<file path="src/rtl/ps4_req_pkg.sv">
// Shared types and constants for the ps4_requester slice: channel count,
// grant-counter width, top FSM state type and a one-hot helper.
package ps4_req_pkg;

    localparam int NUM_CH = 4;
    localparam int GCNT_W = 16;

    typedef enum logic [1:0] {
        IDLE   = 2'd0,
        ACTIVE = 2'd1,
        HOLD   = 2'd2
    } state_t;

    function automatic logic is_onehot(input logic [NUM_CH-1:0] v);
        return (v != '0) && ((v & (v - 1'b1)) == '0);
    endfunction

endpackage

</file>
<file path="src/rtl/ps4_requester_if.sv">
// Bus bundle between the requester and its environment: work strobes and
// selector handshake in, counters/flags/state out.
interface ps4_requester_if #(
    parameter int CNT_W = 3
);
    import ps4_req_pkg::*;

    logic [NUM_CH-1:0]       push;
    logic                    enable;
    logic [NUM_CH-1:0]       gnt;
    logic [NUM_CH-1:0]       req;
    logic                    en;
    logic [NUM_CH*CNT_W-1:0] pend;
    logic [NUM_CH-1:0]       ovf;
    logic                    gnt_err;
    logic [GCNT_W-1:0]       gnt_cnt;
    logic [1:0]              state;
    logic [NUM_CH-1:0]       starve;

    modport master (
        output push, enable, gnt,
        input  req, en, pend, ovf, gnt_err, gnt_cnt, state, starve
    );

    modport slave (
        input  push, enable, gnt,
        output req, en, pend, ovf, gnt_err, gnt_cnt, state, starve
    );

endinterface

</file>
<file path="src/rtl/ps4_req_chan.sv">
// One requester channel: saturating pending counter, sticky overflow and,
// when PS4_REQ_STARVE_EN is defined, a starvation watchdog.
module ps4_req_chan #(
    parameter int CNT_W      = 3,
    parameter int STARVE_LIM = 15
) (
    input  logic             clock,
    input  logic             reset_n,
    input  logic             push,
    input  logic             grant,
    input  logic             hold,
    input  logic             en,
    output logic             req,
    output logic [CNT_W-1:0] pend,
    output logic             pend_nz_next,
    output logic             ovf,
    output logic             starve
);
    localparam logic [CNT_W-1:0] PEND_MAX = '1;
    localparam logic [CNT_W-1:0] PEND_ONE = CNT_W'(1);

    logic [CNT_W-1:0] pend_reg, pend_next;
    logic             ovf_reg, ovf_next;

    // An illegal grant anywhere freezes every pending counter for that cycle.
    always_comb begin
        pend_next = pend_reg;
        ovf_next  = ovf_reg;
        if (!hold) begin
            if (grant && !push) begin
                pend_next = pend_reg - PEND_ONE;
            end else if (push && !grant) begin
                if (pend_reg == PEND_MAX) begin
                    ovf_next = 1'b1;
                end else begin
                    pend_next = pend_reg + PEND_ONE;
                end
            end
        end
    end

    always_ff @(posedge clock or negedge reset_n) begin
        if (!reset_n) begin
            pend_reg <= '0;
            ovf_reg  <= 1'b0;
        end else begin
            pend_reg <= pend_next;
            ovf_reg  <= ovf_next;
        end
    end

    assign req          = (pend_reg != '0);
    assign pend         = pend_reg;
    assign pend_nz_next = (pend_next != '0);
    assign ovf          = ovf_reg;

`ifdef PS4_REQ_STARVE_EN
    localparam int             WD_W   = $clog2(STARVE_LIM + 1);
    localparam logic [WD_W-1:0] WD_LIM = WD_W'(STARVE_LIM);
    localparam logic [WD_W-1:0] WD_ONE = WD_W'(1);

    logic [WD_W-1:0] wd_reg, wd_next;
    logic            starve_reg, starve_next;

    // Counts consecutive waiting cycles; saturates at the limit.
    always_comb begin
        wd_next = '0;
        if (req && en && !grant) begin
            wd_next = (wd_reg == WD_LIM) ? wd_reg : wd_reg + WD_ONE;
        end
        starve_next = starve_reg | (wd_next == WD_LIM);
    end

    always_ff @(posedge clock or negedge reset_n) begin
        if (!reset_n) begin
            wd_reg     <= '0;
            starve_reg <= 1'b0;
        end else begin
            wd_reg     <= wd_next;
            starve_reg <= starve_next;
        end
    end

    assign starve = starve_reg;
`else
    logic unused_en;
    assign unused_en = en;
    assign starve    = 1'b0;
`endif

endmodule

</file>
<file path="src/rtl/ps4_requester.sv">
// Four-channel request generator for an external priority selector with grant
// legality checking and a three-state FSM. Optional watchdog: PS4_REQ_STARVE_EN.
module ps4_requester
    import ps4_req_pkg::*;
#(
    parameter int CNT_W      = 3,
    parameter int STARVE_LIM = 15
) (
    input  logic           clock,
    input  logic           reset_n,
    ps4_requester_if.slave bus
);
    logic                    en_reg;
    logic [GCNT_W-1:0]       gnt_cnt_reg;
    logic                    gnt_err_reg;
    state_t                  state_reg, state_next;

    logic [NUM_CH-1:0]       req;
    logic [NUM_CH-1:0]       ovf;
    logic [NUM_CH-1:0]       starve;
    logic [NUM_CH-1:0]       pend_nz_next;
    logic [NUM_CH*CNT_W-1:0] pend;
    logic [NUM_CH-1:0]       grant_ok;
    logic                    legal_any;
    logic                    illegal;

    // Legal only if one-hot, aimed at a requesting channel, while en is high.
    assign legal_any = is_onehot(bus.gnt) && en_reg && ((bus.gnt & req) != '0);
    assign illegal   = (bus.gnt != '0) && !legal_any;
    assign grant_ok  = legal_any ? bus.gnt : '0;

    generate
        for (genvar gi = 0; gi < NUM_CH; gi++) begin : g_chan
            ps4_req_chan #(
                .CNT_W      (CNT_W),
                .STARVE_LIM (STARVE_LIM)
            ) u_chan (
                .clock        (clock),
                .reset_n      (reset_n),
                .push         (bus.push[gi]),
                .grant        (grant_ok[gi]),
                .hold         (illegal),
                .en           (en_reg),
                .req          (req[gi]),
                .pend         (pend[gi*CNT_W +: CNT_W]),
                .pend_nz_next (pend_nz_next[gi]),
                .ovf          (ovf[gi]),
                .starve       (starve[gi])
            );
        end
    endgenerate

    always_ff @(posedge clock or negedge reset_n) begin
        if (!reset_n) begin
            en_reg      <= 1'b0;
            gnt_cnt_reg <= '0;
            gnt_err_reg <= 1'b0;
        end else begin
            en_reg      <= bus.enable;
            gnt_cnt_reg <= gnt_cnt_reg + GCNT_W'(legal_any);
            gnt_err_reg <= gnt_err_reg | illegal;
        end
    end

    always_ff @(posedge clock or negedge reset_n) begin
        if (!reset_n) begin
            state_reg <= IDLE;
        end else begin
            state_reg <= state_next;
        end
    end

    // State follows next-cycle pend and en; the unused encoding falls to IDLE.
    always_comb begin
        state_next = IDLE;
        case (state_reg)
            IDLE, ACTIVE, HOLD: begin
                if (pend_nz_next != '0) begin
                    state_next = bus.enable ? ACTIVE : HOLD;
                end
            end
            default: state_next = IDLE;
        endcase
    end

    always_comb begin
        bus.state = state_reg;
    end

    assign bus.req     = req;
    assign bus.en      = en_reg;
    assign bus.pend    = pend;
    assign bus.ovf     = ovf;
    assign bus.gnt_err = gnt_err_reg;
    assign bus.gnt_cnt = gnt_cnt_reg;
    assign bus.starve  = starve;

endmodule

</file>
<file path="src/flat_wrapper.sv">
// flat-port wrapper written by rule: the top's interface ports become plain ports
module ps4_requester_flat import ps4_req_pkg::*;
#(
    parameter int CNT_W      = 3,
    parameter int STARVE_LIM = 15
)
  (clock, reset_n, bus_push, bus_enable, bus_gnt, bus_req, bus_en, bus_pend, bus_ovf, bus_gnt_err, bus_gnt_cnt, bus_state, bus_starve);
  ps4_requester_if #(.CNT_W(CNT_W)) bus_i ();
  input  logic clock;
  input  logic reset_n;
  input wire logic [$bits(bus_i.push)-1:0] bus_push;
  input wire logic [$bits(bus_i.enable)-1:0] bus_enable;
  input wire logic [$bits(bus_i.gnt)-1:0] bus_gnt;
  output wire logic [$bits(bus_i.req)-1:0] bus_req;
  output wire logic [$bits(bus_i.en)-1:0] bus_en;
  output wire logic [$bits(bus_i.pend)-1:0] bus_pend;
  output wire logic [$bits(bus_i.ovf)-1:0] bus_ovf;
  output wire logic [$bits(bus_i.gnt_err)-1:0] bus_gnt_err;
  output wire logic [$bits(bus_i.gnt_cnt)-1:0] bus_gnt_cnt;
  output wire logic [$bits(bus_i.state)-1:0] bus_state;
  output wire logic [$bits(bus_i.starve)-1:0] bus_starve;
  assign bus_i.push = bus_push;
  assign bus_i.enable = bus_enable;
  assign bus_i.gnt = bus_gnt;
  assign bus_req = bus_i.req;
  assign bus_en = bus_i.en;
  assign bus_pend = bus_i.pend;
  assign bus_ovf = bus_i.ovf;
  assign bus_gnt_err = bus_i.gnt_err;
  assign bus_gnt_cnt = bus_i.gnt_cnt;
  assign bus_state = bus_i.state;
  assign bus_starve = bus_i.starve;
  ps4_requester #(.CNT_W(CNT_W), .STARVE_LIM(STARVE_LIM)) u_core (.clock(clock), .reset_n(reset_n), .bus(bus_i));
endmodule
</file>
<file path="config.mk">
export PLATFORM = sky130hd
export DESIGN_NAME = ps4_requester_flat
export DESIGN_NICKNAME = d
export VERILOG_FILES = /design/src/rtl/ps4_req_pkg.sv /design/src/rtl/ps4_requester_if.sv /design/src/rtl/ps4_req_chan.sv /design/src/rtl/ps4_requester.sv /design/src/flat_wrapper.sv
export SDC_FILE = /design/constraint.sdc
export NUM_CORES = 1
export LEC_CHECK = 0
export ABC_AREA = 1
export BUFFER_PORTS_ARGS = -buffer_cell sky130_fd_sc_hd__buf_2
export CAP_MARGIN = 20
export CORE_AREA = 2 2 125 78
export DETAILED_ROUTE_END_ITERATION = 6
export DIE_AREA = 0 0 127 80
export SLEW_MARGIN = 20
export SYNTH_ARGS = -nofsm -noshare
export SYNTH_HDL_FRONTEND = slang
export SYNTH_SLANG_ARGS = --single-unit
</file>
<file path="constraint.sdc">
create_clock -name clock -period 2.7 [get_ports clock]
set_clock_uncertainty 0.2 [all_clocks]
set_input_delay 0.27 -clock clock [delete_from_list [all_inputs] [get_ports clock]]
set_output_delay 0.27 -clock clock [all_outputs]
set_load 0.005 [all_outputs]
</file>
==> qor.yml <==
status: "completed"
synth_common_cells: "nand2_1, inv_1, dfrtp_1"
clock_latency_ns: 0.28
cts.sinks: 36
ys_warn_count: 0
drt_wl_total_um: 5920
finalSetupTns_ns: 0
die_h_um: 80
drt_iter0_drc: 73
wire_per_inst_um: 12.2
die_area_um2: 10200
placedInstanceArea_um2: 2730
synth.area.top_cells: "dfrtp_1, nand2_1, ha_1"
globalplace.congestion: 0.795
start_util_pct: 24.6
final_cells: 486
synthFlopType: "dfrtp_1"
design_area_um2: 3210
drive_gt1_share_pct: 45.9
hold_depth: 2
power_mw: 2.86
grt_pass1_wl_um: 9540
portBuffers: 50
crit_arrival_ns: 2.55
synth_most_common_cell: "nand2_1"
cp-start-kind: "register"
ys_ff_latch: 36
via_count: 1973
drv_slew: 0
endpoint_kind: "register"
holdWs_ns: 0.0745
async_reset_ff_share_pct: 100
largest_reg_flops: 16
fin_crit_ns: 2.59
hp-class: "primary input to register"
grt-ovfl-total: 0
grt_max_degree: 37
synthCells: 271
crit_type: "register to register"
synth_cell_types: 29
drc: 0
core-area_um2: 8990
synth_top_area_share_pct: 40.7
cts_htree_levels: 2
ys_seq_area_share_pct: 40.7
relSlewSlack_pct: 43.7
synth_area_um2: 2210
worstMarginPinSlew_ns: 0.845
grt_util_all_layers_pct: 12.0
finalCritPeriodShare_pct: 96.0
synth_edf_count: 0
nets: 394
ir_worst_vdd_mv: 0.337
die_w_um: 127
ant_nets: 0
setup_viol: 0
num_rows: 27
grt_pass1_vias: 1970
cts.clk_slew.worst_paths_ns: 0.06
finalHoldViolations: 0
place_inst: 455
clock_path_buffers: 2
fill_cells: 926
antenna_found_initial: 0
num_antenna_cells: 0
hpwlAfterDp_um: 4370
cts-root-buf: "clkbuf_16"
p_per_area_nw_per_um2: 893
fmax_ghz: 0.386
synth_top_area_cell: "dfrtp_1"
cp_max_fo: 2
post-route-worst-setup-slack_ns: 0.108
place_ws_ns: -0.0738
first_pass_iters: 4
r2r.worst_path.cells: 18
synthToLayoutAreaGrowth_pct: 45.0
cap_violations: 0
cts_buffers: 5
io_pins: 55
worstPathRequired_ns: 2.66
leakage_nw: 1.72
rrSetupSlack_ns: 0.11
fin_util_pct: 35.7
viasPerCell: 4.06
tritoncts: "yes"
avgSynthCellArea_um2: 8.16
## area by class of cell
class                           instances  area, µm²  area share [%]
Clock buffer                            6        129            4.02
Timing Repair Buffer                  102        646            20.1
Inverter                               43        163            5.07
Clock inverter                          2       35.0            1.09
Multi-Input combinational cell        181       1190            37.1
Tap cell                              116        145            4.53
Sequential cell                        36        901            28.1
## layer usage
metal  up-vias  wire length (µm)  GRT usage, %
met3         7               417          4.09
li1       1021                 -             -
met1       895              3030          16.8
met5         -                 0             0
met2        50              2410          17.9
met4         0                57          2.97
## report_power, final
part / total (mW) / switching (mW) / internal, mW
combinational: 1.37 / 0.693 / 0.675
sequential: 0.829 / 0.135 / 0.694
clock: 0.666 / 0.232 / 0.434
## critical path: stages (launching register included)
cell and delay, ns:
dfrtp_1 0.39, inv_2 0.07, ha_2 0.17, nand2_2 0.07, nand2_2 0.06, nand2_2 0.07
nor2_4 0.10, nor2_4 0.05, ha_4 0.18, nand3_4 0.10, nor3_4 0.05, buf_4 0.13
buf_4 0.12, buf_4 0.12, buf_4 0.12, buf_4 0.12, buf_4 0.12, buf_4 0.12
xor2_1 0.14
## cell usage in the layout (no fill, tap or decap), drive strengths merged
cell type,count
buf,100
nand2,79
inv,42
dfrtp,36
nand3,29
nor2,20
ha,14
xor2,10
clkbuf,6
a21oi,5
o21ai,4
xnor2,4
conb,4
a31o,3
nand4,2
clkinv,2
nor3b,2
dlygate4sd3,2
nor3,1
nand3b,1
and3,1
or2,1
o31ai,1
bufinv,1
## path summary, 6_finish.rpt
kind	from	end
worst max-delay path	u_core.g_chan[0].u_chan.pend[0]	u_core.bus.gnt_cnt[5]
min in group asynchronous	reset_n	u_core.bus.gnt_cnt[4]
worst min register to register	u_core.bus.gnt_err	u_core.bus.gnt_err
max in group asynchronous	reset_n	u_core.bus.gnt_cnt[8]
worst min-delay path	bus_push[2]	u_core.g_chan[2].u_chan.ovf
worst max register to register	u_core.g_chan[0].u_chan.pend[0]	u_core.bus.gnt_cnt[5]
## cells by family after synthesis
group / Yosys count / synth area share, %
flip-flops: 36 / 40.7
XOR/XNOR: 14 / 5.55
AND/OR/NAND/NOR: 136 / 29.6
AO/OA/AOI/OAI: 13 / 3.74
other: 1 / 0.170
buffers and inverters: 57 / 12.3
adder cells (fa/ha/maj): 14 / 7.92
## timing repair
item / 4_1_cts / 5_1_grt
hold buffers: 2 / 0
setup endpoints to repair: 3 / 7
hold endpoints to repair: 37 / 0
pin swaps: 13 / 17
buffers inserted: 15 / 6
gates resized for setup: 13 / 23
No activity file was read; power rests on OpenSTA's default activity.
